### src/rtl/pipe_pkg.sv
// Shared constants and skid-buffer occupancy encoding for pipe_stage.
package pipe_pkg;

    localparam int DEF_WIDTH  = 32;
    localparam int DEF_CTRL_W = 8;
    localparam int DEF_CNT_W  = 16;

    // Side-effect control bits carried across each CPU pipeline boundary
    localparam int IF_ID_CTRL_W  = 1;
    localparam int ID_EX_CTRL_W  = 8;
    localparam int EX_MEM_CTRL_W = 4;
    localparam int MEM_WB_CTRL_W = 2;

    typedef logic [1:0] skid_state_t;

    localparam skid_state_t SKID_EMPTY = 2'd0;
    localparam skid_state_t SKID_ONE   = 2'd1;
    localparam skid_state_t SKID_FULL  = 2'd2;

endpackage

### src/rtl/pipe_skid_buf.sv
// Two-entry occupancy tracker for pipe_stage: owns the skid register and
// produces a registered-only in_ready so out_ready never reaches upstream.
module pipe_skid_buf
    import pipe_pkg::*;
#(
    parameter int WIDTH = DEF_WIDTH
) (
    input  logic             clk,
    input  logic             reset_n,
    input  logic             flush,
    input  logic             in_valid,
    input  logic [WIDTH-1:0] in_data,
    input  logic             out_ready,
    output logic             in_ready,
    output logic             main_valid,
    output logic             skid_valid,
    output logic [WIDTH-1:0] skid_data
);

    skid_state_t state;
    skid_state_t state_next;
    logic        take;

    assign skid_valid = (state == SKID_FULL);
    assign main_valid = (state != SKID_EMPTY);
    assign in_ready   = !flush && !skid_valid;
    assign take       = in_valid && in_ready;

    always_comb begin
        state_next = state;
        case (state)
            SKID_EMPTY: if (take) state_next = SKID_ONE;
            SKID_ONE: begin
                if (take && !out_ready)
                    state_next = SKID_FULL;
                else if (!take && out_ready)
                    state_next = SKID_EMPTY;
            end
            SKID_FULL:  if (out_ready) state_next = SKID_ONE;
            default:    state_next = SKID_EMPTY;
        endcase
        if (flush)
            state_next = SKID_EMPTY;
    end

    always_ff @(posedge clk or negedge reset_n) begin
        if (!reset_n)
            state <= SKID_EMPTY;
        else
            state <= state_next;
    end

    // A payload parks here only when the main register is busy and stalled
    always_ff @(posedge clk or negedge reset_n) begin
        if (!reset_n)
            skid_data <= '0;
        else if (flush)
            skid_data <= '0;
        else if (state == SKID_ONE && take && !out_ready)
            skid_data <= in_data;
    end

endmodule

### src/rtl/pipe_stage.sv
// Flushable valid/ready pipeline stage with a saturating stall counter.
// Define PIPE_STAGE_SKID_EN to build the 2-entry skid buffer with registered in_ready.
module pipe_stage
    import pipe_pkg::*;
#(
    parameter int WIDTH  = DEF_WIDTH,
    parameter int CTRL_W = DEF_CTRL_W,
    parameter int CNT_W  = DEF_CNT_W
) (
    input  logic             clk,
    input  logic             reset_n,
    input  logic             flush,
    input  logic             in_valid,
    output logic             in_ready,
    input  logic [WIDTH-1:0] in_data,
    output logic             out_valid,
    input  logic             out_ready,
    output logic [WIDTH-1:0] out_data,
    output logic [CNT_W-1:0] stall_cnt
);

    localparam logic [WIDTH-1:0] CTRL_MASK = ~({WIDTH{1'b1}} << CTRL_W);

    logic             take;
    logic             give;
    logic             refill;
    logic [WIDTH-1:0] refill_data;

`ifdef PIPE_STAGE_SKID_EN
    logic             skid_valid;
    logic [WIDTH-1:0] skid_data;

    pipe_skid_buf #(
        .WIDTH(WIDTH)
    ) u_skid (
        .clk       (clk),
        .reset_n   (reset_n),
        .flush     (flush),
        .in_valid  (in_valid),
        .in_data   (in_data),
        .out_ready (out_ready),
        .in_ready  (in_ready),
        .main_valid(out_valid),
        .skid_valid(skid_valid),
        .skid_data (skid_data)
    );

    assign refill      = skid_valid && out_ready;
    assign refill_data = skid_data;
`else
    logic valid_q;

    assign in_ready    = !flush && (!valid_q || out_ready);
    assign out_valid   = valid_q;
    assign refill      = 1'b0;
    assign refill_data = '0;

    always_ff @(posedge clk or negedge reset_n) begin
        if (!reset_n)
            valid_q <= 1'b0;
        else if (flush)
            valid_q <= 1'b0;
        else if (take)
            valid_q <= 1'b1;
        else if (give)
            valid_q <= 1'b0;
    end
`endif

    assign take = in_valid && in_ready;
    assign give = out_valid && out_ready;

    // Draining keeps the upper bits but must leave a bubble with no side effects
    always_ff @(posedge clk or negedge reset_n) begin
        if (!reset_n)
            out_data <= '0;
        else if (flush)
            out_data <= '0;
        else if (refill)
            out_data <= refill_data;
        else if (take && (!out_valid || out_ready))
            out_data <= in_data;
        else if (give)
            out_data <= out_data & ~CTRL_MASK;
    end

    always_ff @(posedge clk or negedge reset_n) begin
        if (!reset_n)
            stall_cnt <= '0;
        else if (out_valid && !out_ready && stall_cnt != {CNT_W{1'b1}})
            stall_cnt <= stall_cnt + 1'b1;
    end

endmodule

### config.mk
export PLATFORM = sky130hd
export DESIGN_NAME = pipe_stage
export DESIGN_NICKNAME = d
export VERILOG_FILES = /design/src/rtl/pipe_pkg.sv /design/src/rtl/pipe_skid_buf.sv /design/src/rtl/pipe_stage.sv
export SDC_FILE = /design/constraint.sdc
export NUM_CORES = 1
export LEC_CHECK = 0
export CAP_MARGIN = 10
export CELL_PAD_IN_SITES_DETAIL_PLACEMENT = 1
export CELL_PAD_IN_SITES_GLOBAL_PLACEMENT = 2
export CORE_ASPECT_RATIO = 1.2
export CORE_MARGIN = 2
export CORE_UTILIZATION = 28
export CTS_CLUSTER_SIZE = 25
export DETAILED_ROUTE_END_ITERATION = 7
export GPL_ROUTABILITY_DRIVEN = 0
export PLACE_DENSITY = 0.84
export SLEW_MARGIN = 20
export SYNTH_ARGS = -nofsm -noshare
export SYNTH_HDL_FRONTEND = slang
export SYNTH_SLANG_ARGS = --single-unit
### constraint.sdc
create_clock -name clk -period 3.9 [get_ports clk]
set_input_delay 0.585 -clock clk [delete_from_list [all_inputs] [get_ports clk]]
set_output_delay 0.585 -clock clk [all_outputs]
set_load 0.02 [all_outputs]
==> results of run 1 <==
worst max-delay path by stage:
stage	from	endpoint	slack [ps]	depth (start not counted)
after CTS	flush	in_ready	970	3
after global placement	flush	in_ready	960	3
after floorplan	flush	in_ready	2090	3
final	flush	in_ready	1010	3
after global routing	flush	in_ready	870	3
after detailed placement	flush	in_ready	990	3
per-stage QoR:
stage	power (uW)	cells
after global routing	1340	381
final	1280	381
after detailed placement	929	374
after global placement	921	374
after CTS	1300	381
after floorplan	750	203
layout make-up:
type	count	area (sq um)	area share
flip-flops and latches	49	1230	0.378
multi-input cells	142	912	0.281
repair buffers	89	881	0.271
well taps	92	115	0.0355
clock buffers	5	68.8	0.0212
clock inverters	2	35.0	0.0108
inverters	2	7.51	0.00231
synthesized netlist by cell type, types with 2 or more instances:
master / n
nor2_1: 9
nand3_1: 3
xnor2_1: 4
nor4_2: 2
a22o_1: 8
nand2b_1: 25
nor3b_1: 2
nand4_1: 3
o21ai_0: 23
buf_2: 6
inv_1: 2
clkbuf_1: 4
dfrtp_1: 49
mux2_2: 2
xor2_1: 8
nor3_1: 4
nand2_1: 31
critical path, cell delays in order:
cell and delay, ps:
clkdlybuf4s50_1 770, nor2_1 300, clkdlybuf4s50_1 640
flip-flops by register name (all words and copies together) (netlist names):
register	flops
stall_cnt	16
out_valid	1
out_data	32
cells by family (layout without fill, tap and decap cells):
kind of cell	Yosys count	after routing	synth area share
buf+inv	12	98	0.0241
fa+ha+maj	1	1	0.00573
simple gates	90	90	0.234
xor+xnor	12	12	0.0481
mux	3	3	0.0172
compound gates	36	36	0.109
flops	49	49	0.561
power breakdown:
part | internal [uW] | leakage, uW | switching (uW)
registers | 556 | 0.000649 | 53.7
clock network | 187 | 0.0000540 | 173
logic | 160 | 0.000665 | 146
total | 903 | 0.00137 | 373
per-layer routing:
metal	global-route usage	up-vias	part of all wire	routed length [um]
met5	0	-	0	0
met1	0.179	872	0.44	2580
li1	-	861	-	-
met3	0.0377	4	0.058	343
met4	0.0244	0	0.0056	33
met2	0.249	62	0.50	2910
==> reports/qor.csv, run 1 <==
stage,metric,value,unit
cts,clock_latency,300,ps
detailed_routing,dr.pass1.iters,4,
cts,htree_levels,2,
yosys,synth-main-ff-cell,dfrtp_1,
cts,cts_resized,0,
worst_setup_path,cp.arrival,2310,ps
sta,hold_viol_final,0,
yosys,synth_cells,203,
floorplan,core_area,7620,sq um
yosys,ys_seq_area_frac,0.561,
floorplan,fp.dieH,101,um
place,hpwl,4230,um
detailed_routing,drc,0,
yosys,netlist_area,2180,sq um
yosys,synth_top_area_cell,dfrtp_1,
place,pre_cts_ws,987,ps
place,io_buffers,86,
floorplan,rows,35,
place,placed_cell_area,3140,sq um
detailed_routing,vias_per_cell,4.72,
detailed_routing,routed_wl,5870,um
detailed_routing,routedWlPerCell,15.4,um
global_route,grt_max_degree,55,
global_route,grt_pass1_vias,1990,
cts,postCtsSetupRepairBufs,0,
sta,setup_tns,0,ps
yosys,yosysWarnings,0,
floorplan,fp.dieW,84.6,um
yosys,synthTopCellsByArea,"dfrtp_1 56%, nand2b_1 7.2%, nand2_1 5.3%",
cells_and_area,final_util,0.426,
sta,report.final.slew_viol_count,0,
cells_and_area,most-common-layout-cells,"85 x clkdlybuf4s50_1, 49 x dfrtp_1, 31 x nand2_1",
global_route,grtUsageTotal,0.142,
cts,cts.hold.buffers_added,0,
sta,period_minus_slack,2890,ps
sta,fmax,346,MHz
yosys,ys_ff_latch,49,
yosys,synth_cell_types,35,
sta,skew,9.15,ps
sta,rsz0062_at_grt,false,
run,cap_violations,0,
sta,setup_slack,1010,ps
sta,finalCritPeriodShare,0.742,
power_and_ir_drop,peakVddDrop,0.000280,V
worst_setup_path,cp.required,3310,ps
yosys,synth_top_area_frac,0.561,
worst_setup_path,startpoint_type,primary input,
detailed_routing,vias,1799,
cells_and_area,antenna_cells,0,
power_and_ir_drop,p_per_area,393,nW/um^2
cells_and_area,fill_cells,871,
floorplan,start_util,0.287,
cts,clkTransAtPathRegs,100,ps
outcome,status,"finished, final reports clean",
worst_setup_path,reg2reg_depth,5,
worst_setup_path,crit_fanout,23,
worst_setup_path,r2r_slack,2160,ps
detailed_routing,antenna_left,0,
cells_and_area,nets,327,
sta,setup_viol,0,
cells_and_area,final_common_cell,clkdlybuf4s50_1,
sta,hold_ws,279,ps
yosys,avgSynthCellArea,10.8,sq um
hold_path,hold_class,primary input to asynchronous set/reset pin,
cts,cts_tree,yes,
yosys,async_reset_ff_frac,1.00,
cts,cts_sinks,49,
yosys,synth_fp_nets,241,
cells_and_area,final_area,3250,sq um
yosys,synth-edff-count,0,
global_route,grt-ovfl-total,0,
sta,max_slew_margin,0.535,
floorplan,num_io_pins,87,
power_and_ir_drop,p_leak,0.00137,uW
worst_setup_path,r2r_end,stall_cnt[14],
global_route,antenna_found_initial,0,
sta,worst_pin_slew,695,ps
cells_and_area,syn2layout_area_growth,48.6,%
cts,clock_path_buffers,2,
cells_and_area,layout-drive-gt1-share,0.0761,
worst_setup_path,end_kind,output pin,
detailed_routing,drtIter0Drc,36,
cts,root_buffer,clkbuf_8,
cts,cts-buffers-inserted,5,
worst_setup_path,timing.rr.start,stall_cnt[1],
worst_setup_path,crit_type,primary input to output pin,
global_route,grt_pass1_wl,9760,um
floorplan,die_area,8530,sq um
Note: power is estimated with default switching activity, not from simulation.
==> inputs of run 2 (changes only) <==
--- a/config.mk
+++ b/config.mk
@@ -10,11 +10,11 @@
 export CELL_PAD_IN_SITES_GLOBAL_PLACEMENT = 2
 export CORE_ASPECT_RATIO = 1.2
 export CORE_MARGIN = 2
-export CORE_UTILIZATION = 28
+export CORE_UTILIZATION = 23
 export CTS_CLUSTER_SIZE = 25
 export DETAILED_ROUTE_END_ITERATION = 7
 export GPL_ROUTABILITY_DRIVEN = 0
-export PLACE_DENSITY = 0.84
+export PLACE_DENSITY = 0.74
 export SLEW_MARGIN = 20
 export SYNTH_ARGS = -nofsm -noshare
 export SYNTH_HDL_FRONTEND = slang
==> constraint.sdc (replaced) <==
create_clock -name clk -period 2.6 [get_ports clk]
set_input_delay 0.39 -clock clk [delete_from_list [all_inputs] [get_ports clk]]
set_output_delay 0.39 -clock clk [all_outputs]
set_load 0.02 [all_outputs]
==> reports/qor.csv, run 2 (synthesized netlist as in run 1, its figures left out) <==
stage,metric,value,unit,change
detailed_routing,vias,1831,,+1.8%
cells_and_area,layout-drive-gt1-share,0.0822,,+0.00607
outcome,status,"finished, final reports clean",,
worst_setup_path,cp.arrival,1650,ps,-660 ps
cells_and_area,final_util,0.360,,-0.0657
floorplan,core_area,9130,sq um,+20%
global_route,grt_pass1_wl,9870,um,+1.2%
cells_and_area,nets,329,,+0.61%
global_route,grt_pass1_vias,1934,,-2.8%
sta,report.final.slew_viol_count,0,,unchanged
detailed_routing,vias_per_cell,4.44,,-5.9%
cts,clock_path_buffers,2,,unchanged
detailed_routing,drtIter0Drc,54,,+50%
cts,cts-buffers-inserted,5,,unchanged
detailed_routing,routed_wl,5840,um,-0.58%
sta,setup_viol,0,,unchanged
sta,hold_ws,42.0,ps,-237 ps
power_and_ir_drop,seqPwrFrac,0.497,,+0.019
floorplan,rows,38,,+8.6%
sta,finalCritPeriodShare,0.785,,
worst_setup_path,crit_fanout,2,,-91%
place,hpwl,4210,um,-0.59%
cells_and_area,final_area,3290,sq um,+1.3%
sta,setup_tns,0,ps,unchanged
power_and_ir_drop,p_per_area,560,nW/um^2,+42%
cells_and_area,antenna_cells,0,,unchanged
cts,postCtsSetupRepairBufs,0,,unchanged
cts,cts_tree,yes,,
cells_and_area,regMostFlops,out_data,,
global_route,antenna_found_initial,0,,unchanged
sta,rsz0062_at_grt,false,,
place,placed_cell_area,3200,sq um,+1.9%
cells_and_area,syn2layout_area_growth,50.5,%,
cts,htree_levels,2,,unchanged
worst_setup_path,startpoint_type,primary input,,
power_and_ir_drop,peakVddDrop,0.000175,V,-37%
cts,clkTransAtPathRegs,90,ps,about the same
cts,cts.hold.buffers_added,0,,unchanged
cts,clock_latency,310,ps,about the same
sta,skew,8.86,ps,-0.283 ps
sta,fmax,490,MHz,
power_and_ir_drop,p_sw_frac,0.310,,+0.0179
global_route,grtUsageTotal,0.119,,-0.0231
worst_setup_path,end_kind,output pin,,
sta,period_minus_slack,2040,ps,
floorplan,die_area,10300,sq um,+21%
worst_setup_path,cp.required,2210,ps,-1100 ps
floorplan,fp.dieW,93.0,um,+9.8%
cells_and_area,most-common-layout-cells,"85 x clkdlybuf4s50_1, 49 x dfrtp_1, 31 x nand2_1",,
detailed_routing,dr.pass1.iters,4,,unchanged
power_and_ir_drop,p_leak,0.00137,uW,+0.28%
sta,max_slew_margin,0.640,,+0.105
cts,root_buffer,clkbuf_8,,
cells_and_area,final_common_cell,clkdlybuf4s50_1,,
floorplan,start_util,0.239,,-0.0474
floorplan,fp.dieH,111,um,+9.9%
hold_path,hold_class,primary input to asynchronous set/reset pin,,
detailed_routing,drc,0,,unchanged
cts,cts_sinks,49,,unchanged
power_and_ir_drop,p_comb_frac,0.250,,+0.010
global_route,grt-ovfl-total,0,,unchanged
cells_and_area,largest_reg_flops,32,,unchanged
power_and_ir_drop,clockPowerShare,0.253,,-0.029
floorplan,num_io_pins,87,,unchanged
sta,worst_pin_slew,538,ps,-157 ps
power_and_ir_drop,switchingPower,572,uW,+53%
run,cap_violations,0,,unchanged
power_and_ir_drop,p_int,1270,uW,+41%
sta,hold_viol_final,0,,unchanged
cells_and_area,fill_cells,1041,,+20%
detailed_routing,antenna_left,0,,unchanged
detailed_routing,routedWlPerCell,14.2,um,-8.1%
place,io_buffers,86,,unchanged
global_route,grt_max_degree,57,,+3.6%
power_and_ir_drop,p_total,1840,uW,+44%
cts,cts_resized,0,,unchanged
worst_setup_path,crit_type,primary input to output pin,,
[run 2: cell types whose count changed in the layout (fill, tap and decap cells not counted), sizes merged]
cell	change
bufinv	-1
buf	+2
inv	+1
clkbuf	+1
[run 2: final timing paths]
kind | startpoint | end | slack, ps | cells past startpoint
max in group asynchronous | reset_n | out_data[8] | 1950 | 2
min reg2reg | out_data[6] | out_data[6] | 510 | 1
min | reset_n | out_data[16] | 40 | 1
max reg2reg | stall_cnt[0] | stall_cnt[5] | 860 | 5
max | out_ready | in_ready | 560 | 4
min in group clk | out_data[6] | out_data[6] | 510 | 1
[run 2: power by group through the flow]
| stage | Clock (uW) | Sequential (uW) | Combinational (uW) |
|---|---|---|---|
| final | 466 | 915 | 461 |
| after global routing | 515 | 930 | 505 |
| after CTS | 484 | 917 | 469 |
| after detailed placement | 0 | 931 | 467 |
| after global placement | 0 | 930 | 462 |
| after floorplan | 0 | 1000 | 125 |
[run 2: stage by stage]
step | setup slack, ps | instances
floorplan | 886 | 203
global placement | 524 | 404
detailed placement | 508 | 404
CTS | 534 | 412
global route | 464 | 412
finish | 560 | 412
[run 2: cell type report]
class	instances	area, sq um	share of cell area
clock buffer	6	72.6	0.0221
clock inverter	2	13.8	0.00419
inverter	2	7.51	0.00228
multi-input combinational	142	912	0.277
sequential	49	1230	0.373
tap	120	150	0.0457
timing repair buffer	91	906	0.275
[run 2: critical path, stage by stage]
cell and delay, ps:
clkdlybuf4s50_1 470, nor2b_1 70, nor2_1 90, clkdlybuf4s50_1 610
[run 2: layer usage]
layer	wire length (um)	vias up	GRT usage
met5	0	-	0
met1	2550	901	0.158
li1	-	865	-
met3	535	4	0.0530
met2	2700	61	0.178
met4	46	0	0.0294
==> inputs of run 3 (changes only) <==
==> constraint.sdc (replaced) <==
create_clock -name clk -period 1.7 [get_ports clk]
set_input_delay 0.255 -clock clk [delete_from_list [all_inputs] [get_ports clk]]
set_output_delay 0.255 -clock clk [all_outputs]
set_load 0.02 [all_outputs]
==> reports/qor.csv, run 3 (synthesized netlist as in run 1, its figures left out) <==
stage,metric,value,unit,change
sta,report.final.slew_viol_count,0,,unchanged
detailed_routing,drc,0,,unchanged
detailed_routing,vias_per_cell,4.40,,-1.1%
cells_and_area,antenna_cells,0,,unchanged
power_and_ir_drop,p_per_area,821,nW/um^2,+47%
floorplan,start_util,0.239,,unchanged
cells_and_area,layout-drive-gt1-share,0.150,,+0.0675
sta,worst_pin_slew,561,ps,+22.5 ps
sta,hold_viol_final,0,,unchanged
sta,setup_slack,57.4,ps,-503 ps
cells_and_area,multi_input_area,912,sq um,unchanged
worst_setup_path,end_kind,output pin,,
worst_setup_path,crit_fanout,5,,+3
global_route,grtUsageTotal,0.124,,+0.00482
sta,fmax,609,MHz,
global_route,grt_pass1_wl,10300,um,+4.7%
sta,finalCritPeriodShare,0.966,,
global_route,grt_max_degree,41,,-28%
power_and_ir_drop,p_total,2860,uW,+55%
sta,max_slew_margin,0.625,,-0.0151
cells_and_area,syn2layout_area_growth,59.3,%,
worst_setup_path,cp.arrival,1390,ps,-260 ps
cts,clock_latency,300,ps,about the same
outcome,status,"finished, final reports clean",,
cts,clkTransAtPathRegs,90,ps,about the same
cts,root_buffer,clkbuf_8,,
cts,clock_path_buffers,2,,unchanged
place,hpwl,4660,um,+11%
cells_and_area,final_util,0.381,,+0.0211
detailed_routing,vias,1908,,+4.2%
run,cap_violations,0,,unchanged
sta,rsz0062_at_grt,false,,
power_and_ir_drop,peakVddDrop,0.000303,V,+72%
cells_and_area,final_common_cell,clkdlybuf4s50_1,,
worst_setup_path,cp.required,1440,ps,-770 ps
sta,period_minus_slack,1640,ps,
floorplan,fp.dieH,111,um,unchanged
place,pre_cts_ws,-225,ps,-734 ps
detailed_routing,dr.pass1.iters,4,,unchanged
cells_and_area,final_area,3480,sq um,+5.9%
power_and_ir_drop,p_leak,0.00163,uW,+19%
floorplan,rows,38,,unchanged
worst_setup_path,crit_type,flop to output pin,,
sta,setup_viol,0,,unchanged
cells_and_area,most-common-layout-cells,"71 x clkdlybuf4s50_1, 47 x dfrtp_1, 31 x nand2_1",,
worst_setup_path,cp-startpoint,stall_cnt[8],,
global_route,grt-ovfl-total,0,,unchanged
cells_and_area,nets,351,,+6.7%
global_route,antenna_found_initial,0,,unchanged
worst_setup_path,timing.rr.start,stall_cnt[0],,
detailed_routing,drtIter0Drc,39,,-28%
cts,cts_sinks,49,,unchanged
cells_and_area,largest_reg_flops,32,,unchanged
floorplan,num_io_pins,87,,unchanged
floorplan,die_area,10300,sq um,unchanged
floorplan,core_area,9130,sq um,unchanged
cts,cts-buffers-inserted,5,,unchanged
detailed_routing,routed_wl,6210,um,+6.4%
worst_setup_path,startpoint_type,flop,,
cells_and_area,fill_cells,1038,,-0.29%
hold_path,hold_class,primary input to asynchronous set/reset pin,,
place,placed_cell_area,3370,sq um,+5.4%
global_route,grt_pass1_vias,2034,,+5.2%
place,io_buffers,86,,unchanged
cells_and_area,regMostFlops,out_data,,
cts,htree_levels,2,,unchanged
floorplan,fp.dieW,93.0,um,unchanged
sta,skew,7.05,ps,-1.81 ps
detailed_routing,routedWlPerCell,14.3,um,+0.96%
cts,cts_tree,yes,,
detailed_routing,antenna_left,0,,unchanged
cells_and_area,ff_latch_area,1230,sq um,+0.20%
==> run 3: area by class of cell <==
cell class / instances / area share
sequential: 49 / 0.353
tap: 120 / 0.0431
inverter: 2 / 0.00216
clock buffer: 7 / 0.0219
clock inverter: 1 / 0.00216
timing repair buffer: 113 / 0.316
multi-input combinational: 142 / 0.262
==> run 3: through the flow <==
stage / hold WS (ps) / TNS (ps) / std cells
4_1_cts: 456 / 0 / 434
6_report: 457 / 0 / 434
3_3_place_gp: 252 / -643 / 425
2_1_floorplan: -40.6 / 0 / 203
5_1_grt: 491 / 0 / 434
3_5_place_dp: 263 / -1440 / 425
==> run 3: critical path, stage by stage, from the launching register on <==
cell and delay, ps:
dfrtp_1 360, buf_4 140, clkdlybuf4s50_1 600
==> run 3: path summary, 6_finish.rpt <==
| kind | endpoint | slack (ps) | cells past startpoint |
|---|---|---|---|
| worst max-delay path | stall_cnt[8] | 60 | 2 |
| worst min-delay path | out_data[30] | 460 | 2 |
| worst max register to register | stall_cnt[1] | 80 | 4 |
| worst min register to register | out_data[0] | 510 | 1 |
| max in group asynchronous | out_data[29] | 730 | 3 |
| min in group clk | out_data[10] | 510 | 3 |
==> run 3: repair_timing <==
action                     in CTS  in global routing
gates resized for setup         6                 11
pin swaps                       0                  0
setup buffers                   0                  0
hold endpoints to repair       18                  0
setup endpoints to repair       5                 11
hold buffers                    1                  0
==> run 3: routing by layer <==
metal	wire, um	track usage
met1	2640	0.157
met2	2960	0.193
met3	555	0.0523
met4	60	0.0333
met5	0	0
==> run 3: where the power goes <==
| group | internal [uW] | switching (uW) | total (uW) |
|---|---|---|---|
| combinational | 419 | 385 | 804 |
| clock | 292 | 392 | 684 |
| sequential | 1280 | 92.2 | 1370 |
| total | 1990 | 868 | 2860 |
